`config.mk`:
```
export PLATFORM = sky130hd
export DESIGN_NAME = vpu_iter_ctrl
export DESIGN_NICKNAME = d
export VERILOG_FILES = /design/src/rtl/vpu_iter_ctrl.sv
export SDC_FILE = /design/constraint.sdc
export NUM_CORES = 1
export LEC_CHECK = 0
export CAP_MARGIN = 5
export CORE_AREA = 2 2 56 58
export DETAILED_ROUTE_END_ITERATION = 16
export DIE_AREA = 0 0 58 60
export PLACE_DENSITY = 0.82
export SLEW_MARGIN = 20
export SYNTH_ARGS = -nofsm -noshare
export SYNTH_HDL_FRONTEND = slang
export SYNTH_SLANG_ARGS = --single-unit
```
`constraint.sdc`:
```
create_clock -name clk -period 2.76 [get_ports clk]
set_input_delay 0.552 -clock clk [delete_from_list [all_inputs] [get_ports clk]]
set_output_delay 0.552 -clock clk [all_outputs]
set_load 0.03 [all_outputs]
```
`src/rtl/vpu_iter_ctrl.sv`:
```
// Iteration scheduler for the LDPC VPU: one addr_en pass per iteration, drain/check gaps, delayed wr_en.
// Optional early stop on syndrome pass is compiled in with VPU_ITER_CTRL_EARLY_STOP_EN.
module vpu_iter_ctrl #(
  parameter int PASS_LEN   = 256,
  parameter int PIPE_LAT   = 4,
  parameter int ITER_WIDTH = 6
) (
  input  logic                  clk,
  input  logic                  rst_n,
  input  logic                  start,
  input  logic [ITER_WIDTH-1:0] max_iter,
  input  logic                  syn_ok,
  output logic                  addr_en,
  output logic                  wr_en,
  output logic                  busy,
  output logic [ITER_WIDTH-1:0] iter_cnt,
  output logic                  done,
  output logic                  early_stop,
  output logic [2:0]            dbg_state
);

`ifdef VPU_ITER_CTRL_EARLY_STOP_EN
  localparam bit EARLY_EN = 1'b1;
`else
  localparam bit EARLY_EN = 1'b0;
`endif

  localparam int CW = (PASS_LEN > 1) ? $clog2(PASS_LEN) : 1;
  localparam int DW = (PIPE_LAT > 1) ? $clog2(PIPE_LAT) : 1;
  localparam logic [CW-1:0] PASS_LAST  = CW'(PASS_LEN - 1);
  localparam logic [DW-1:0] DRAIN_LAST = DW'(PIPE_LAT - 1);

  typedef enum logic [2:0] {
    S_IDLE  = 3'd0,
    S_RUN   = 3'd1,
    S_DRAIN = 3'd2,
    S_CHECK = 3'd3,
    S_DONE  = 3'd4
  } state_t;

  state_t                state, state_nxt;
  logic [CW-1:0]         pass_cnt, pass_nxt;
  logic [DW-1:0]         drain_cnt, drain_nxt;
  logic [ITER_WIDTH-1:0] limit, limit_nxt, iter_nxt;
  logic                  early_nxt;
  logic [PIPE_LAT-1:0]   wr_sr;

  always_comb begin
    state_nxt = state;
    pass_nxt  = pass_cnt;
    drain_nxt = drain_cnt;
    limit_nxt = limit;
    iter_nxt  = iter_cnt;
    early_nxt = early_stop;
    case (state)
      S_IDLE: begin
        if (start) begin
          limit_nxt = (max_iter == '0) ? ITER_WIDTH'(1) : max_iter;
          iter_nxt  = '0;
          early_nxt = 1'b0;
          pass_nxt  = '0;
          state_nxt = S_RUN;
        end
      end
      S_RUN: begin
        if (pass_cnt == PASS_LAST) begin
          iter_nxt  = iter_cnt + ITER_WIDTH'(1);
          drain_nxt = '0;
          state_nxt = S_DRAIN;
        end else begin
          pass_nxt = pass_cnt + CW'(1);
        end
      end
      S_DRAIN: begin
        if (drain_cnt == DRAIN_LAST) state_nxt = S_CHECK;
        else                         drain_nxt = drain_cnt + DW'(1);
      end
      S_CHECK: begin
        if (EARLY_EN && syn_ok) begin
          early_nxt = 1'b1;
          state_nxt = S_DONE;
        end else if (iter_cnt == limit) begin
          state_nxt = S_DONE;
        end else begin
          pass_nxt  = '0;
          state_nxt = S_RUN;
        end
      end
      S_DONE:  state_nxt = S_IDLE;
      default: state_nxt = S_IDLE;
    endcase
  end

  // Outputs are registered off the next state so they align with the state they describe.
  always_ff @(posedge clk or negedge rst_n) begin
    if (!rst_n) begin
      state      <= S_IDLE;
      pass_cnt   <= '0;
      drain_cnt  <= '0;
      limit      <= '0;
      iter_cnt   <= '0;
      early_stop <= 1'b0;
      addr_en    <= 1'b0;
      busy       <= 1'b0;
      done       <= 1'b0;
      wr_sr      <= '0;
    end else begin
      state      <= state_nxt;
      pass_cnt   <= pass_nxt;
      drain_cnt  <= drain_nxt;
      limit      <= limit_nxt;
      iter_cnt   <= iter_nxt;
      early_stop <= early_nxt;
      addr_en    <= (state_nxt == S_RUN);
      busy       <= (state_nxt != S_IDLE);
      done       <= (state_nxt == S_DONE);
      wr_sr[0]   <= addr_en;
      for (int i = 1; i < PIPE_LAT; i++) wr_sr[i] <= wr_sr[i-1];
    end
  end

  assign wr_en     = wr_sr[PIPE_LAT-1];
  assign dbg_state = state;

endmodule

```
# [Yosys cells after proc, flatten, opt, wreduce, memory -nomap -nowiden]
# Cells that the tools add are included.
[word_totals] ff_bits=32 latch_bits=0 ramBits=0 romBits=0 inputBits=10 out_inout_bits=14 word_cells=51 memories=0
[classes] addsub=3 mul=0 div=0 n_lt_le_gt_ge=0 n_eq_ne=13 n_shift=0 mux=16 bitwise=0 reduce_logical=10
[op_table] operator="$mux W8" count=3
[op_table] operator="$pmux W8 S3" count=1
[op_table] operator="$mux W6" count=3
[op_table] operator="$mux W3" count=4
[op_table] operator="$pmux W3 S4" count=1
[op_table] operator="$pmux W6 S2" count=1
[op_table] operator="$ne A2 B2 Y1 const B" count=5
[op_table] operator="$add A8 B1 Y8 const B" count=1
[op_table] operator="$eq A8 B8 Y1 const B" count=1
[op_table] operator="$add A6 B1 Y6 const B" count=1
[op_table] operator="$eq A3 B1 Y1 const B" count=2
[op_table] operator="$eq A3 B2 Y1 const B" count=2
[op_table] operator="$eq A6 B6 Y1" count=1
[op_table] operator="$logic_not A6 Y1" count=1
[op_table] operator="$reduce_and A3 Y1" count=2
[op_table] operator="$reduce_bool A3 Y1" count=2
[op_table] operator="$mux W2" count=2
[op_table] operator="$pmux W2 S2" count=1
[op_table] operator="$reduce_and A4 Y1" count=1
[op_table] operator="$reduce_bool A2 Y1" count=2
[op_table] operator="$eq A3 B3 Y1 const B" count=1
[op_table] operator="$logic_not A3 Y1" count=1
[op_table] operator="$add A2 B1 Y2 const B" count=1
[op_table] operator="$eq A2 B2 Y1 const B" count=1
[op_table] operator="$reduce_and A2 Y1" count=1

# [Depth between registers and ports, before layout]
# Gate-level depths: netlist (run 1).
[logic_depth] ltp_word=4 mapped_depth=6

# [Least setup slack after synthesis (run 1)]
# No wires, ideal clock.
[synth_timing] path_kind="register to register" startpoint="register state[0] (netlist: dbg_state[0])" endpoint="register iter_cnt[5]" setup_ns=0.140 arrival_ns=1.767 setup_slack_ns=0.853 path_stages_with_launch=7 cell_sequence="dfrtp_1 > buf_4 > nor3b_4 > nor3b_4 > and4_1 > nand3_1 > mux2i_1"
[synth_between] elab_chain_len=3
[synth_rtl] element="start, declared" line="41" text="state_t state, state_nxt;"
[synth_rtl] element="start signal, assigned" line="108" text="state <= state_nxt;"
[synth_rtl] element="$eq A3 B1 Y1 / $logic_not A3 Y1 (equally long branches)" line="55" text="case (state)"
[synth_rtl] element="$ne A2 B2 Y1 (no line) / $reduce_bool A2 Y1 (equally long branches)"
[synth_rtl] element="$reduce_and A3 Y1 (no line)"
[synth_rtl] element="end signal, assigned" line="112" text="iter_cnt <= iter_nxt;"
[synth_rtl] element="end, declared" line="16" text="output logic [ITER_WIDTH-1:0] iter_cnt,"
# Several ways; a longest one is shown, not always the timed one.
# A chain may end at the register's enable or synchronous reset.

# [Worst setup path after layout (run 1)]
[layout_timing] startpoint="register state[1] (netlist: dbg_state[1])" endpoint="output port dbg_state[1]"
[layout_lines] element="end, declared" line="19" text="output logic [2:0] dbg_state"
# No word-level cell between the ends.

==> impl_metrics.ini, run 1 <==
[place]
place_worst_setup_slack_ns = 0.767
replace_congestion = 0.803
number_of_buffers_added_on_ports = 21
hpwl_detailed_mm = 2.08
placedCellCount = 202

[synthesis]
post-synth-top-count-cell = sky130_fd_sc_hd__dfrtp_1
yosysTopAreaCell = sky130_fd_sc_hd__dfrtp_1
post_synthesis_cell_area_um2 = 1520
ys_ff_latch = 32
yosys_warnings = 0
mappedNetlistNets = 163
postSynthAreaPerCell_um2 = 10.1
yosysTopAreaCellShare = 0.528
synth_edf_count = 0
synth_cells = 150
yosys-top-cells-area = sky130_fd_sc_hd__dfrtp_1 53%, sky130_fd_sc_hd__nand2_1 7.2%, sky130_fd_sc_hd__xor2_1 4.0%, sky130_fd_sc_hd__a31oi_1 2.9%, sky130_fd_sc_hd__ha_1 2.5%
synthDistinctLibCells = 35
seq_area_frac_synth = 0.528
yosys-top-cells-count = 32 x sky130_fd_sc_hd__dfrtp_1, 29 x sky130_fd_sc_hd__nand2_1, 8 x sky130_fd_sc_hd__nor2_1
synth-async-reset-ratio = 1.00
postSynth.topFlopCell = sky130_fd_sc_hd__dfrtp_1

[final_layout]
antenna-diode-count = 0
syn_to_final_growth_pct = 20.3
fin_cells = 210
final_layout_size_suffix_gt1_frac = 0.107
fin_nets = 189
fillerInstances = 240
utilization = 0.628

[sta]
grt_setup_unrepaired = no
period_share = 0.789
finalHoldViolations = 0
clock_skew_ns = 0.00514
period_minus_slack_ns = 2.18
tightest_slew_ns = 0.564
setup_slack_ns = 0.582
timing.final.setup_violations = 0
drv_slew = 0
fmaxAchievable_mhz = 459
fin_setup_tns_ns = 0
max_slew_margin = 0.621

[die]
row_count = 20
core_area_um2 = 2900
die-width_um = 58
top_level_ports = 24
floorplan.die_area_um2 = 3480
start_util = 0.522
die_height_um = 60

[worst_setup_path]
worst_setup_path_end_kind = output pin
delay_of_the_slowest_cell_on_the_worst_path_ns = 0.75
critical_path.reg2reg.startpoint = dbg_state[0]
critPathLaunchType = register
reg2reg_slack_ns = 0.79
timing.critical_path.slowest_stage_cell = sky130_fd_sc_hd__clkdlybuf4s50_1
cp.required_ns = 2.21
worst-path-buf-inv = 1
cp_top_family = buffers and inverters
worst_ep_arrival_time_ns = 1.63
timing.critical_path.fanout_max = 11
capturing_point_of_the_worst_reg2reg_path = iter_cnt[5]
cp_cell_sequence = clkdlybuf4s50_1
category_of_the_most_critical_setup_path = reg -> out
timing.reg2reg.worst_path_depth = 6

[clocking]
tritoncts = built
clkTransAtPathRegs_ns = 0.09
root_buffer = sky130_fd_sc_hd__clkbuf_4
clk_path_buf_depth = 2
clock_latency_late_sink_ns = 0.32
cts_hold_repair.buffers = 0
cts_resized = 0
cts-htree-levels = 2
cts.repair_timing.setup_buffer_count = 0
cts_buffers = 5
clock_sinks = 32

[drt]
postRouteAntennaNets = 0
detailedRoute.firstIterationViolations = 39
route.detailed.vias_per_inst = 5.63
drc_violation_count_after_routing = 0
firstDrtPassIters = 4
routed_wl_mm = 2.89
drt-wirelength-per-cell_um = 13.8
vias = 1183

[global_route]
grt_pass1_vias = 1117
global_route_wire_length_before_repair_mm = 5.01
antenna_violations_before_repair = 0
met1_usage = 0.227
grt_use_total = 0.197
global_route_met2_utilization = 0.339
largest_net_degree_at_the_start_of_global_routing = 33
grt_ovf = 0
gr-usage-met3 = 0.0649
grt_most_used_layer = met2

[hold_path]
start_point_of_the_worst_min_delay_path = wr_sr[2]
worstHoldPathCells = 0
hold_class = reg -> reg
hold_path_end = wr_sr[3]

[run]
maximum_capacitance_violations = 0

[run_status]
run_status = complete, no violations

[power]
power.leakage_nw = 0.785
power.density_nw_per_um2 = 702
peakVddDrop_mv = 0.479
## report_power, final
| group | switching [mW] | internal, mW | total (mW) |
|---|---|---|---|
| Clock | 0.148 | 0.121 | 0.269 |
| Sequential | 0.108 | 0.551 | 0.658 |
| Combinational | 0.193 | 0.160 | 0.353 |
## stage by stage
| step | hold WS [ns] | area [um^2] | total power [mW] |
|---|---|---|---|
| finish | 0.361 | 1820 | 1.28 |
| global route | 0.374 | 1820 | 1.39 |
| CTS | 0.365 | 1820 | 1.30 |
| detailed placement | 0.342 | 1760 | 1.02 |
| global placement | 0.333 | 1760 | 0.990 |
| floorplan | 0.256 | 1520 | 0.895 |
## cells in the final DEF (no fill, tap or decap), types with 5 or more instances in the layout
| master | synthesis | layout |
|---|---|---|
| sky130_fd_sc_hd__nand2_1 | 29 | 29 |
| sky130_fd_sc_hd__a31oi_1 | 7 | 7 |
| sky130_fd_sc_hd__clkbuf_4 | 0 | 5 |
| sky130_fd_sc_hd__clkdlybuf4s50_1 | 0 | 21 |
| sky130_fd_sc_hd__o21ai_1 | 6 | 6 |
| sky130_fd_sc_hd__a21oi_1 | 7 | 7 |
| sky130_fd_sc_hd__xor2_1 | 7 | 7 |
| sky130_fd_sc_hd__nand3_1 | 6 | 6 |
| sky130_fd_sc_hd__dfrtp_1 | 32 | 32 |
| sky130_fd_sc_hd__nor2_1 | 8 | 8 |
| sky130_fd_sc_hd__o21ai_0 | 6 | 6 |
## logic make-up (layout without fill, tap and decap cells)
kind of cell,Yosys count,after routing,share of synthesized area
fa+ha+maj,3,3,0.0248
xor+xnor,8,8,0.0462
flops,32,32,0.528
compound gates,30,30,0.118
buf+inv,8,35,0.0256
mux,2,2,0.0132
simple gates,66,66,0.241
other cells,1,1,0.00247
## layout make-up
cell class | instances | area (um^2) | area share
sequential | 32 | 801 | 0.439
inverter | 3 | 11.3 | 0.00618
clock inverter | 2 | 10.0 | 0.00549
tap | 33 | 41.3 | 0.0226
multi-input combinational | 110 | 676 | 0.371
clock buffer | 6 | 51.3 | 0.0281
timing repair buffer | 24 | 233 | 0.128
## worst max path at each step
stage,slack (ns),start,cells past startpoint,end
final,0.58,dbg_state[1],1,dbg_state[1]
after global routing,0.49,dbg_state[1],1,dbg_state[1]
after CTS,0.57,dbg_state[1],1,dbg_state[1]
after detailed placement,0.77,start,5,limit[0]
after global placement,0.80,start,5,iter_cnt[0]
after floorplan,0.85,dbg_state[0],6,iter_cnt[5]
## layer usage
metal	up-vias	part of all wire
met3	6	0.046
met1	578	0.43
met4	0	0.017
met2	22	0.51
met5	-	0
li1	577	-
## sequential cells by signal, indices dropped and copies added, names as in the netlist
| signal | cells |
|---|---|
| pass_cnt | 8 |
| iter_cnt | 6 |
| limit | 6 |
| wr_sr | 4 |
| dbg_state | 3 |
| drain_cnt | 2 |
| addr_en | 1 |
| busy | 1 |
| done | 1 |
Power figures use the tool's default switching activity.
==> inputs of run 2 (changes only) <==
CORE_AREA = 2 2 60 62   (was 2 2 56 58)
DIE_AREA = 0 0 62 64   (was 0 0 58 60)
PLACE_DENSITY = 0.76   (was 0.82)
clock period = 1.9 ns   (was 2.76 ns; I/O delays follow)
==> impl_metrics.ini, run 2 (same netlist as run 1, synthesis figures left out) <==
[run_status]
run_status = complete, no violations

[die]
start_util = 0.461
core_area_um2 = 3280
floorplan.die_area_um2 = 3970
die-width_um = 62
top_level_ports = 24
die_height_um = 64
row_count = 21

[drt]
detailedRoute.firstIterationViolations = 58
drc_violation_count_after_routing = 0
routed_wl_mm = 3.09
route.detailed.vias_per_inst = 5.24
drt-wirelength-per-cell_um = 13.6
firstDrtPassIters = 4
postRouteAntennaNets = 0
vias = 1190

[worst_setup_path]
category_of_the_most_critical_setup_path = reg -> out
timing.critical_path.fanout_max = 4
worst_ep_arrival_time_ns = 1.42
cp_cell_sequence = clkdlybuf4s50_1
critPathLaunchType = register
timing.critical_path.slowest_stage_cell = sky130_fd_sc_hd__clkdlybuf4s50_1
worst_setup_path_end_kind = output pin
cp.required_ns = 1.52
delay_of_the_slowest_cell_on_the_worst_path_ns = 0.69
cp_top_family = buffers and inverters
worst-path-buf-inv = 1

[final_layout]
final_layout_size_suffix_gt1_frac = 0.133
top_registers = pass_cnt x8, iter_cnt x6, limit x6
final_cell_mix = 31 x sky130_fd_sc_hd__dfrtp_1, 29 x sky130_fd_sc_hd__nand2_1, 13 x sky130_fd_sc_hd__clkdlybuf4s50_1
layout_commonest_cell = sky130_fd_sc_hd__dfrtp_1
syn_to_final_growth_pct = 25.2
regMostFlops = pass_cnt
fillerInstances = 296
largest_reg_flops = 8
multi_input_combinational_cell_area_um2 = 678
fin_cells = 227
antenna-diode-count = 0
stdcell_area_um2 = 1900
footprint_of_the_flip_flops_and_latches_um2 = 802
fin_nets = 193

[sta]
period_minus_slack_ns = 1.80
clock_skew_ns = 0.00915
timing.final.setup_violations = 0
period_share = 0.948
fmaxAchievable_mhz = 555
fin_setup_tns_ns = 0
drv_slew = 0
grt_setup_unrepaired = no
finalHoldViolations = 0

[clocking]
root_buffer = sky130_fd_sc_hd__clkbuf_4
clock_sinks = 32
cts_buffers = 5
cts-htree-levels = 2
clock_latency_late_sink_ns = 0.33
clk_path_buf_depth = 2
tritoncts = built
clkTransAtPathRegs_ns = 0.10

[global_route]
grt_ovf = 0
grt_use_total = 0.176
global_route_wire_length_before_repair_mm = 5.09
grt_pass1_vias = 1160
antenna_violations_before_repair = 0
largest_net_degree_at_the_start_of_global_routing = 33

[place]
placedCellCount = 219
hpwl_detailed_mm = 2.25
number_of_buffers_added_on_ports = 21
replace_congestion = 0.828
detailed_place.area_um2 = 1810

[power]
sw_frac_of_total = 0.338
peakVddDrop_mv = 0.605
power_switching_uw = 676
power.density_nw_per_um2 = 1050
cell_internal_power_mw = 1.32
power.leakage_nw = 0.834
power.combinational.fraction = 0.270
power_frac_seq = 0.477
pwr-share-clk = 0.253

[run]
maximum_capacitance_violations = 0

[hold_path]
hold_class = reg -> reg
run 2: changes by cell type in the layout (fill, tap and decap cells not counted), sizes merged:
cell	previous run	this run
clkinv	2	1
bufinv	0	1
dlymetal6s2s	0	5
dlygate4sd2	0	3
buf	3	7
clkdlybuf4s50	21	13
run 2: path summary, 6_finish.rpt:
check,from,to,slack [ns],cells after the start
worst max-delay path,iter_cnt[5],iter_cnt[5],0.1,1
max in group asynchronous,rst_n,dbg_state[0],1.15,2
worst min-delay path,wr_sr[1],wr_sr[2],0.36,0
worst max register to register,iter_cnt[2],pass_cnt[4],0.12,6
worst min register to register,wr_sr[1],wr_sr[2],0.36,0
min in group asynchronous,rst_n,wr_sr[3],0.44,2
run 2: layout make-up:
type / instances / share of cell area
clock buffers: 6 / 0.0218
flip-flops and latches: 32 / 0.423
repair buffers: 28 / 0.143
multi-input cells: 110 / 0.358
inverters: 3 / 0.00594
well taps: 46 / 0.0303
clock inverters: 2 / 0.0185
run 2: layer usage:
layer	global-route usage	up-vias	wire (um)
li1	-	587	-
met1	0.222	554	1350
met2	0.272	44	1520
met3	0.0607	5	176
met4	0.0665	0	42
met5	0	-	0
run 2: power groups by stage:
stage | clock (mW) | combinational [mW] | sequential (mW)
finish | 0.506 | 0.540 | 0.952
global route | 0.560 | 0.610 | 0.970
CTS | 0.518 | 0.539 | 0.945
detailed placement | 0 | 0.541 | 0.958
global placement | 0 | 0.508 | 0.948
floorplan | 0 | 0.326 | 0.975
run 2: timing repair:
item                                   4_1_cts  5_1_grt
hold buffers                                 0        0
gates resized for setup                      3        6
setup endpoints to repair                    3        7
endpoints found under the hold margin        0        0
gates cloned                                 0        0
setup buffers                                0        0
run 2: stage by stage:
step	setup WS (ns)	power [mW]	hold slack, ns	utilization
after floorplan	0.00697	1.30	0.0844	-
after global placement	0.128	1.46	0.332	0.551
after detailed placement	0.0715	1.50	0.337	0.551
after CTS	0.00311	2.00	0.362	0.573
after global routing	0.0129	2.14	0.378	0.578
final	0.0984	2.00	0.358	0.578
==> inputs of run 3 (changes only) <==
SLEW_MARGIN = 15   (was 20)
==> results of run 3 <==
No change in the layout: final DEF, timing and power equal those of run 2.
